[config.mk]
export PLATFORM = sky130hd
export DESIGN_NAME = cdb_arbiter_flat
export DESIGN_NICKNAME = d
export VERILOG_FILES = /design/src/rtl/cdb_arbiter_if.sv /design/src/rtl/cdb_arbiter.sv /design/src/flat_wrapper.sv
export SDC_FILE = /design/constraint.sdc
export NUM_CORES = 1
export LEC_CHECK = 0
export ABC_CLOCK_PERIOD_IN_PS = 8080
export CORE_MARGIN = 2
export CORE_UTILIZATION = 28
export CTS_BUF_LIST = sky130_fd_sc_hd__clkbuf_4
export CTS_CLUSTER_SIZE = 16
export DETAILED_ROUTE_END_ITERATION = 8
export PLACE_DENSITY_LB_ADDON = 0.08
export SLEW_MARGIN = 5
export SYNTH_ARGS = -nofsm -noshare
export SYNTH_HDL_FRONTEND = slang
export SYNTH_SLANG_ARGS = --single-unit
[constraint.sdc]
create_clock -name clk -period 8.08 [get_ports clk]
set_input_delay 1.616 -clock clk [delete_from_list [all_inputs] [get_ports clk]]
set_output_delay 1.616 -clock clk [all_outputs]
set_load 0.005 [all_outputs]
[src/rtl/cdb_arbiter_if.sv]
// Writeback bundle between the execution units and the CDB arbiter.
// master = FU/consumer side, slave = arbiter.
interface cdb_arbiter_if #(
  parameter int DATA_WIDTH = 32,
  parameter int ROB_WIDTH  = 4,
  parameter int PREG_WIDTH = 7,
  parameter int NUM_FU     = 3
);
  logic [NUM_FU-1:0]            i_fu_valid;
  logic [NUM_FU*DATA_WIDTH-1:0] i_fu_result;
  logic [NUM_FU*PREG_WIDTH-1:0] i_fu_prd;
  logic [NUM_FU*ROB_WIDTH-1:0]  i_fu_rob_tag;
  logic [NUM_FU-1:0]            o_fu_ready;
  logic                         o_cdb_valid;
  logic [DATA_WIDTH-1:0]        o_cdb_result;
  logic [PREG_WIDTH-1:0]        o_cdb_prd;
  logic [ROB_WIDTH-1:0]         o_cdb_rob_tag;

  modport master (
    output i_fu_valid, i_fu_result, i_fu_prd, i_fu_rob_tag,
    input  o_fu_ready, o_cdb_valid, o_cdb_result, o_cdb_prd, o_cdb_rob_tag
  );

  modport slave (
    input  i_fu_valid, i_fu_result, i_fu_prd, i_fu_rob_tag,
    output o_fu_ready, o_cdb_valid, o_cdb_result, o_cdb_prd, o_cdb_rob_tag
  );
endinterface

[src/rtl/cdb_arbiter.sv]
// Purpose: buffer per-FU writeback results and serialise them round-robin onto a registered CDB.
// Latency: 2 edges from FU valid to CDB valid (1 into the buffer, 1 through the arbiter register).
// Backpressure: per-FU ready drops while that buffer is full; the CDB itself is never stalled.

module cdb_fifo #(
  parameter int WIDTH = 8,
  parameter int DEPTH = 2
) (
  input  logic             clk,
  input  logic             reset,
  input  logic             flush,
  input  logic             push_vld,
  input  logic [WIDTH-1:0] push_dat,
  output logic             push_rdy,
  input  logic             pop,
  output logic             head_vld,
  output logic [WIDTH-1:0] head_dat
);
  localparam int PTR_W = (DEPTH > 1) ? $clog2(DEPTH) : 1;
  localparam int CNT_W = $clog2(DEPTH) + 1;

  logic [WIDTH-1:0] mem [DEPTH];
  logic [PTR_W-1:0] wr_ptr;
  logic [PTR_W-1:0] rd_ptr;
  logic [CNT_W-1:0] count;
  logic             push;
  logic             do_pop;

  // Ready looks only at the registered count: a same-cycle pop never frees a slot early.
  assign push_rdy = !reset && (count < CNT_W'(DEPTH));
  assign head_vld = (count != '0);
  assign head_dat = mem[rd_ptr];
  assign push     = push_vld && push_rdy;
  assign do_pop   = pop && head_vld;

  always_ff @(posedge clk) begin
    if (push && !flush) begin
      mem[wr_ptr] <= push_dat;
    end
  end

  always_ff @(posedge clk) begin
    if (reset || flush) begin
      wr_ptr <= '0;
      rd_ptr <= '0;
      count  <= '0;
    end else begin
      if (push) begin
        wr_ptr <= wr_ptr + 1'b1;
      end
      if (do_pop) begin
        rd_ptr <= rd_ptr + 1'b1;
      end
      case ({push, do_pop})
        2'b10:   count <= count + 1'b1;
        2'b01:   count <= count - 1'b1;
        default: count <= count;
      endcase
    end
  end
endmodule

module cdb_arbiter #(
  parameter int DATA_WIDTH = 32,
  parameter int ROB_WIDTH  = 4,
  parameter int PREG_WIDTH = 7,
  parameter int NUM_FU     = 3,
  parameter int FIFO_DEPTH = 2
) (
  input  logic          clk,
  input  logic          reset,
  input  logic          i_flush,
  cdb_arbiter_if.slave  bus
);
  localparam int RR_W = (NUM_FU > 1) ? $clog2(NUM_FU) : 1;

  typedef struct packed {
    logic [DATA_WIDTH-1:0] result;
    logic [PREG_WIDTH-1:0] prd;
    logic [ROB_WIDTH-1:0]  rob_tag;
  } entry_t;

  entry_t                push_dat [NUM_FU];
  entry_t                head_dat [NUM_FU];
  entry_t                win;
  logic [NUM_FU-1:0]     req;
  logic [NUM_FU-1:0]     pop;
  logic [NUM_FU-1:0]     fu_ready;
  logic [RR_W-1:0]       rr_q;
  logic [RR_W-1:0]       grant_idx;
  logic                  any_grant;
  logic                  cdb_valid_q;
  logic [DATA_WIDTH-1:0] cdb_result_q;
  logic [PREG_WIDTH-1:0] cdb_prd_q;
  logic [ROB_WIDTH-1:0]  cdb_rob_tag_q;

  function automatic logic [RR_W-1:0] rr_add(input logic [RR_W-1:0] base, input int k);
    int s;
    s = int'(base) + k;
    if (s >= NUM_FU) begin
      s = s - NUM_FU;
    end
    return RR_W'(s);
  endfunction

  for (genvar i = 0; i < NUM_FU; i++) begin : g_fu
    assign push_dat[i] = '{
      result:  bus.i_fu_result[i*DATA_WIDTH +: DATA_WIDTH],
      prd:     bus.i_fu_prd[i*PREG_WIDTH +: PREG_WIDTH],
      rob_tag: bus.i_fu_rob_tag[i*ROB_WIDTH +: ROB_WIDTH]
    };
    assign pop[i] = any_grant && (grant_idx == RR_W'(i));

    cdb_fifo #(
      .WIDTH ($bits(entry_t)),
      .DEPTH (FIFO_DEPTH)
    ) u_fifo (
      .clk      (clk),
      .reset    (reset),
      .flush    (i_flush),
      .push_vld (bus.i_fu_valid[i]),
      .push_dat (push_dat[i]),
      .push_rdy (fu_ready[i]),
      .pop      (pop[i]),
      .head_vld (req[i]),
      .head_dat (head_dat[i])
    );
  end

  // First requester at or after rr_q, wrapping modulo NUM_FU.
  always_comb begin
    any_grant = 1'b0;
    grant_idx = rr_q;
    for (int k = 0; k < NUM_FU; k++) begin
      if (!any_grant && req[rr_add(rr_q, k)]) begin
        any_grant = 1'b1;
        grant_idx = rr_add(rr_q, k);
      end
    end
    win = head_dat[grant_idx];
  end

  always_ff @(posedge clk) begin
    if (reset) begin
      rr_q          <= '0;
      cdb_valid_q   <= 1'b0;
      cdb_result_q  <= '0;
      cdb_prd_q     <= '0;
      cdb_rob_tag_q <= '0;
    end else if (i_flush) begin
      cdb_valid_q <= 1'b0;
    end else begin
      cdb_valid_q <= any_grant;
      if (any_grant) begin
        rr_q          <= rr_add(grant_idx, 1);
        cdb_result_q  <= win.result;
        cdb_prd_q     <= win.prd;
        cdb_rob_tag_q <= win.rob_tag;
      end
    end
  end

  assign bus.o_fu_ready    = fu_ready;
  assign bus.o_cdb_valid   = cdb_valid_q;
  assign bus.o_cdb_result  = cdb_result_q;
  assign bus.o_cdb_prd     = cdb_prd_q;
  assign bus.o_cdb_rob_tag = cdb_rob_tag_q;
endmodule

[src/flat_wrapper.sv]
// flat-port wrapper written by rule: the top's interface ports become plain ports
module cdb_arbiter_flat 
#(
  parameter int DATA_WIDTH = 32,
  parameter int ROB_WIDTH  = 4,
  parameter int PREG_WIDTH = 7,
  parameter int NUM_FU     = 3,
  parameter int FIFO_DEPTH = 2
)
  (clk, reset, i_flush, bus_i_fu_valid, bus_i_fu_result, bus_i_fu_prd, bus_i_fu_rob_tag, bus_o_fu_ready, bus_o_cdb_valid, bus_o_cdb_result, bus_o_cdb_prd, bus_o_cdb_rob_tag);
  cdb_arbiter_if #(.DATA_WIDTH(DATA_WIDTH), .ROB_WIDTH(ROB_WIDTH), .PREG_WIDTH(PREG_WIDTH), .NUM_FU(NUM_FU)) bus_i ();
  input  logic clk;
  input  logic reset;
  input  logic i_flush;
  input wire logic [$bits(bus_i.i_fu_valid)-1:0] bus_i_fu_valid;
  input wire logic [$bits(bus_i.i_fu_result)-1:0] bus_i_fu_result;
  input wire logic [$bits(bus_i.i_fu_prd)-1:0] bus_i_fu_prd;
  input wire logic [$bits(bus_i.i_fu_rob_tag)-1:0] bus_i_fu_rob_tag;
  output wire logic [$bits(bus_i.o_fu_ready)-1:0] bus_o_fu_ready;
  output wire logic [$bits(bus_i.o_cdb_valid)-1:0] bus_o_cdb_valid;
  output wire logic [$bits(bus_i.o_cdb_result)-1:0] bus_o_cdb_result;
  output wire logic [$bits(bus_i.o_cdb_prd)-1:0] bus_o_cdb_prd;
  output wire logic [$bits(bus_i.o_cdb_rob_tag)-1:0] bus_o_cdb_rob_tag;
  assign bus_i.i_fu_valid = bus_i_fu_valid;
  assign bus_i.i_fu_result = bus_i_fu_result;
  assign bus_i.i_fu_prd = bus_i_fu_prd;
  assign bus_i.i_fu_rob_tag = bus_i_fu_rob_tag;
  assign bus_o_fu_ready = bus_i.o_fu_ready;
  assign bus_o_cdb_valid = bus_i.o_cdb_valid;
  assign bus_o_cdb_result = bus_i.o_cdb_result;
  assign bus_o_cdb_prd = bus_i.o_cdb_prd;
  assign bus_o_cdb_rob_tag = bus_i.o_cdb_rob_tag;
  cdb_arbiter #(.DATA_WIDTH(DATA_WIDTH), .ROB_WIDTH(ROB_WIDTH), .PREG_WIDTH(PREG_WIDTH), .NUM_FU(NUM_FU), .FIFO_DEPTH(FIFO_DEPTH)) u_core (.clk(clk), .reset(reset), .i_flush(i_flush), .bus(bus_i));
endmodule
### Word-level counts from Yosys, hierarchy flattened

Memory sizes are Yosys's and may differ from the RTL's. A register that Yosys moved wholly into a read port is not among the register bits.
Index checks and enable logic that the tools add are counted.

* memories kept: 3
* latch bits: 0
* output and inout bits: 47
* bits in writable memories: 258
* word-level logic and storage cells: 122
* register bits: 58
* ROM bits: 0

* mux-type cells: 34
* order comparisons: 11
* reductions and logical operators: 31
* eq/ne operators: 8
* divide/modulo/power cells: 0
* add/subtract/negate cells: 19
* multipliers: 0
* shift operators: 0
* bitwise logic cells: 2

Memories
* u_core.g_fu[0].u_fifo.mem: depth 2, width 43, read ports 1, clocked after Yosys merged registers in 1, wr ports 1, RTL line cdb_arbiter.sv:22 `logic [WIDTH-1:0] mem [DEPTH];`
* u_core.g_fu[1].u_fifo.mem: depth 2, width 43, read ports 1, clocked after Yosys merged registers in 1, wr ports 1, RTL line cdb_arbiter.sv:22
* u_core.g_fu[2].u_fifo.mem: depth 2, width 43, read ports 1, clocked after Yosys merged registers in 1, wr ports 1, RTL line cdb_arbiter.sv:22

Operators with widths (count)
* 43-bit binary-select mux with 2-bit select: 1
* 43-bit 2-to-1 mux: 2
* 1-bit 2-to-1 mux: 18
* 1-bit logical AND: 17
* 2-bit 2-to-1 mux: 7
* 2-bit one-hot mux with 2 select lines: 3
* 2-bit nonzero test: 6
* 2-bit by 1-bit subtractor with 2-bit output (second input constant): 6
* 3-bit by 2-bit >= comparator with 1-bit output (second input constant): 3
* 2-bit by 3-bit less-than comparator with 1-bit output (second input constant): 3
* 2-bit by 1-bit equality test with 1-bit output (second input constant): 4
* 2-bit equality test (second input constant): 4
* 1-bit adder (second input constant): 6
* 2-bit by 1-bit adder with 2-bit output (second input constant): 3
* 2-bit by 1-bit adder with 3-bit output (second input constant): 2
* 1-bit binary-select mux with 2-bit select: 3
* 2-bit less-than comparator (second input constant): 3
* 1-bit zero test: 4
* 2-bit by 2-bit adder with 3-bit output (second input constant): 1
* 3-bit >= comparator (second input constant): 1
* 2-bit NOT with 3-bit output: 1
* 2-bit >= comparator (second input constant): 1
* 2-bit zero test: 1
* 2-bit AND reduction: 1
* other kinds (4): 4

### Longest topological paths before layout

* depth in word-level cells: 16
* gate-level depth with buffers: 14

### By module

Synthesis repeated with hierarchy kept, for this count alone.

* cells, all modules: 721
* area, all modules: 12478.2 sq um

Modules (own cells, without submodules)
* cdb_fifo: instances 3, cells each 160, area an instance 3323.2 sq um, sequential area each 2682.6 sq um
* cdb_arbiter: instances 1, cells each 241, area an instance 2508.7 sq um, sequential area each 920.9 sq um

### Worst setup path before layout

OpenSTA, ideal clock, no wires.

* path type: input port to flip-flop
* start: input port reset
* end: memory u_core.g_fu[0].u_fifo.mem[1][0] (netlist bit) (enable)
* buffers on the path: 1
* stages: 4
* arrival time: 5242 ps
* setup slack: 2333 ps
* library setup time: 506 ps
* cells stage by stage: clkbuf_1 -> nor2_1 -> nand2_1 -> nor3b_1

* cells in the longest elaborated chain, start to end: 6

Ends and longest elaborated chain
* start, declared: RTL line flat_wrapper.sv:13 `input logic reset;`
* 1-bit zero test: RTL line cdb_arbiter.sv:30 `assign push_rdy = !reset && (count < CNT_W'(DEPTH));`
* 1-bit logical AND: RTL line cdb_arbiter.sv:30
* named net u_core.g_fu[0].u_fifo.push_rdy: RTL line cdb_arbiter.sv:14 `output logic push_rdy,`
* 1-bit logical AND: RTL line cdb_arbiter.sv:33 `assign push = push_vld && push_rdy;`
* 1-bit logical AND: RTL line cdb_arbiter.sv:37 `if (push && !flush) begin`
* 1-bit 2-to-1 mux: RTL line cdb_arbiter.sv:37
* 1-bit 2-to-1 mux (not written as such): RTL line cdb_arbiter.sv:38 `mem[wr_ptr] <= push_dat;`
* end, declared: RTL line cdb_arbiter.sv:22

The timed path passes the listed nets, and every way through them passes these cells.

### Final worst setup path

* start: input port reset
* end: output port bus_o_fu_ready[1]

* cells in the longest elaborated chain, start to end: 2

Ends and longest elaborated chain
* 1-bit zero test: RTL line cdb_arbiter.sv:30
* 1-bit logical AND: RTL line cdb_arbiter.sv:30
* end, declared: RTL line flat_wrapper.sv:19 `output wire logic [$bits(bus_i.o_fu_ready)-1:0] bus_o_fu_ready;`

Every way passes these cells.

==> impl_metrics.py <==
metrics = {
    "drt": {
        "drtAntennaViolNets": 0,
        "routedWlPerCell_um": 21.1,
        "drc": 0,
        "wl_um": 34900,
        "avgViaCountPerCell": 4.58,
        "vias": 7569,
        "dr.pass1.iters": 6,
        "drt_iter0_markers": 376,
    },
    "floorplan": {
        "rows": 77,
        "die_w_um": 216,
        "ios": 182,
        "die_area_mm2": 0.0466,
        "core_mm2": 0.0442,
        "start_util_pct": 28.4,
        "dieHeight_um": 216,
    },
    "cells_and_area": {
        "drive_gt1_share_pct": 26.6,
        "fill_cells": 4281,
        "final_common_cell": "edfxtp_1",
        "mostFrequentLayoutCells": "edfxtp_1 (258), clkdlybuf4s50_1 (181), clkbuf_4 (145), a211oi_1 (87), mux2_2 (86)",
        "layout-area-overhead-vs-synth_pct": 29.1,
        "nets": 1127,
    },
    "clocking": {
        "clkLatencyLatePin_ns": 0.74,
        "hold_buffers": 0,
        "htree_levels": 3,
        "clockBufferDepth": 3,
        "clockRootBuffer": "clkbuf_4",
        "clkSinkCount": 319,
        "numCtsBuffers": 90,
        "clk_pin_slew_ns": 0.06,
        "post_cts_buffers": 0,
        "cts_tree": "done",
        "ctsResizeCount": 0,
    },
    "placed_design": {
        "place_hpwl_um": 21000,
        "gp_congestion": 0.733,
        "portBuffers": 181,
    },
    "global_route": {
        "grt_max_degree": 45,
        "grt_overflow_total": 0,
        "grt_pass1_wl_um": 51400,
        "first_global_vias": 8029,
        "grt_usage_pct": 15.0,
        "busiest_layer": "met2",
        "met1_usage_pct": 18.9,
        "use_met2_pct": 24.3,
        "antenna_found_initial": 10,
        "use_met3_pct": 4.79,
    },
    "power": {
        "clkPwrFrac_pct": 36.3,
        "p_sw_w": 0.00111,
        "p_per_area_mw_per_mm2": 251,
        "power_leakage_nw": 5.29,
        "p_int_w": 0.00296,
        "seq_power_share_pct": 46.7,
        "total_power_w": 0.00407,
        "switching_share_pct": 27.2,
        "peakVddDrop_uv": 117,
        "p_comb_share_pct": 17.0,
    },
    "synth": {
        "ys_async_sr_fraction_pct": 0,
        "synth_cell_type_count": 45,
        "syn_area_mm2": 0.0126,
        "synth.mux.area_fraction_pct": 11.5,
        "synth_adder_area_share_pct": 0.797,
        "ys_ff_latch": 319,
        "synth_simple_gate_area_share_pct": 2.78,
        "syn_nets": 888,
        "synth_top_family_by_area": "multiplexers",
        "synth_compound_area_share_pct": 10.4,
        "syn_avg_cell_area_um2": 16.9,
        "synth_edf_count": 258,
        "ys_dominant_reg_cell": "edfxtp_1",
        "seq_area_frac_synth_pct": 71.4,
        "ys_warn_count": 0,
        "yosys.area_share.xor_xnor_pct": 0.697,
        "synthCells": 745,
    },
    "timing": {
        "tightest_slew_ns": 0.954,
        "hold_viol": 0,
        "setup_viol": 0,
        "slew_headroom_pct": 36.4,
        "rsz0062_at_grt": "no",
        "finClkSkew_ns": 0.0208,
        "period_share_pct": 57.0,
        "fin_crit_ns": 4.61,
        "fin_tns_setup_ns": 0,
        "fmax_ghz": 0.217,
        "maxSlewViolCount": 0,
    },
    "job": {
        "drv_cap": 0,
    },
    "worst_setup_path": {
        "path_class": "input port to output pin",
        "arrival_ns": 2.99,
        "timing.rr.start": "u_core.rr_q[0]",
        "reg2reg_to": "u_core.g_fu[2].u_fifo.count[1]",
        "crit_chain": "clkdlybuf4s50_1 -> nor2_1 -> clkdlybuf4s50_1",
        "start_kind": "input port",
        "crit_family": "buffers and inverters",
        "cp_slowest_cell": "clkdlybuf4s50_1",
        "cp_slowest_stage_delay_ns": 0.62,
        "cp.required_ns": 6.46,
        "path_buf_inv": 2,
        "end_kind": "output pin",
        "path_common_cell": "clkdlybuf4s50_1",
        "reg2reg_depth": 12,
        "r2r_setup_slack_ns": 4.33,
        "cp_max_fo": 10,
    },
    "min_path": {
        "hold_class": "flop to flop",
        "holdPathEnd": "u_core.bus.o_cdb_result[18]",
        "worstHoldPathCells": 1,
        "hold_start": "u_core.bus.o_cdb_result[18]",
    },
    "outcome": {
        "status": "finished clean",
    },
}
-- state kept, by name, indices dropped and copies added, names as in the netlist, named ones only --
name                       flops
u_core.bus.o_cdb_rob_tag       4
u_core.g_fu.u_fifo.wr_ptr      3
u_core.g_fu.u_fifo.mem       258
u_core.g_fu.u_fifo.count       6
u_core.rr_q                    2
u_core.bus.o_cdb_valid         1
u_core.bus.o_cdb_result       32
u_core.bus.o_cdb_prd           7
u_core.g_fu.u_fifo.rd_ptr      3
-- worst register-to-register path, cell delays in order, from the launching register on --
cell and delay (ns):
dfxtp_1 0.39, inv_1 0.12, ha_1 0.45, o32ai_1 0.67
o311ai_4 0.13, buf_4 0.27, a32o_1 0.31, inv_1 0.08
ha_1 0.13, nor3b_1 0.31, ha_1 0.33, or3_1 0.35
a21oi_1 0.14
-- synthesized netlist by cell type, drive strengths merged, types with 3 or more instances --
master / n / area [um2]
or3: 5 / 31.3
a221o: 43 / 430
nor2: 22 / 90.1
mux2: 86 / 968
dfxtp: 61 / 1220
buf: 15 / 138
nor3b: 6 / 50.1
a21o: 3 / 22.5
nand2: 5 / 18.8
a211oi: 88 / 673
a21oi: 4 / 20.0
ha: 8 / 100
mux2i: 48 / 480
nor3: 10 / 60.1
edfxtp: 258 / 7750
nand2b: 3 / 18.8
clkbuf: 40 / 151
inv: 4 / 15.0
o21ai: 6 / 30.0
xor2: 6 / 52.6
xnor2: 4 / 35.0
-- logic make-up (layout without fill, tap and decap cells) --
kind of cell             Yosys count  count (layout)
flip-flops                       319             319
multiplexers                     134             134
other                              0               4
AO/OA/AOI/OAI                    155             155
AND/OR/NAND/NOR                   60              60
adder cells (fa/ha/maj)            8               8
XOR/XNOR                          10              10
buffers and inverters             59             372
-- per-stage QoR --
stage | hold WS (ns) | utilization, % | cells | instance area [um2] | worst slack, ns
floorplan | 0.452 | - | 745 | 12600 | 2.33
global placement | 0.472 | 34.0 | 1484 | 15000 | 3.48
detailed placement | 0.466 | 34.0 | 1484 | 15000 | 3.45
CTS | 0.485 | 36.6 | 1650 | 16200 | 3.44
global route | 0.505 | 36.7 | 1651 | 16200 | 3.36
finish | 0.486 | 36.7 | 1654 | 16200 | 3.47
-- worst max path at each step --
stage | endpoint | cells past startpoint | from
final | bus_o_fu_ready[1] | 3 | reset
after global routing | bus_o_fu_ready[1] | 3 | reset
after CTS | bus_o_fu_ready[1] | 3 | reset
after detailed placement | bus_o_fu_ready[1] | 3 | reset
after global placement | bus_o_fu_ready[2] | 3 | reset
after floorplan | u_core.g_fu[0].u_fifo.mem[1][0] | 4 | reset
-- power groups by stage --
stage	registers, W	clock network [W]	logic, W
floorplan	0.00193	0	0.000376
global placement	0.00194	0	0.000703
detailed placement	0.00194	0	0.000702
CTS	0.00191	0.00155	0.000701
global route	0.00191	0.00164	0.000752
finish	0.00190	0.00148	0.000691
-- layer usage --
metal	share of wire, %	up-vias
met5	0.20	-
met4	1.6	12
met3	6.5	55
met2	48	233
met1	44	3697
li1	-	3572
-- area by class of cell --
type	instances	area [um2]	area share, %
flip-flops and latches	319	8970	55.3
clock inverters	21	80.1	0.494
repair buffers	202	1970	12.1
multi-input cells	367	3340	20.6
diodes	4	10.0	0.0617
clock buffers	145	1090	6.71
well taps	592	741	4.57
inverters	4	15.0	0.0926
Note: power is estimated with default switching activity, not from simulation.
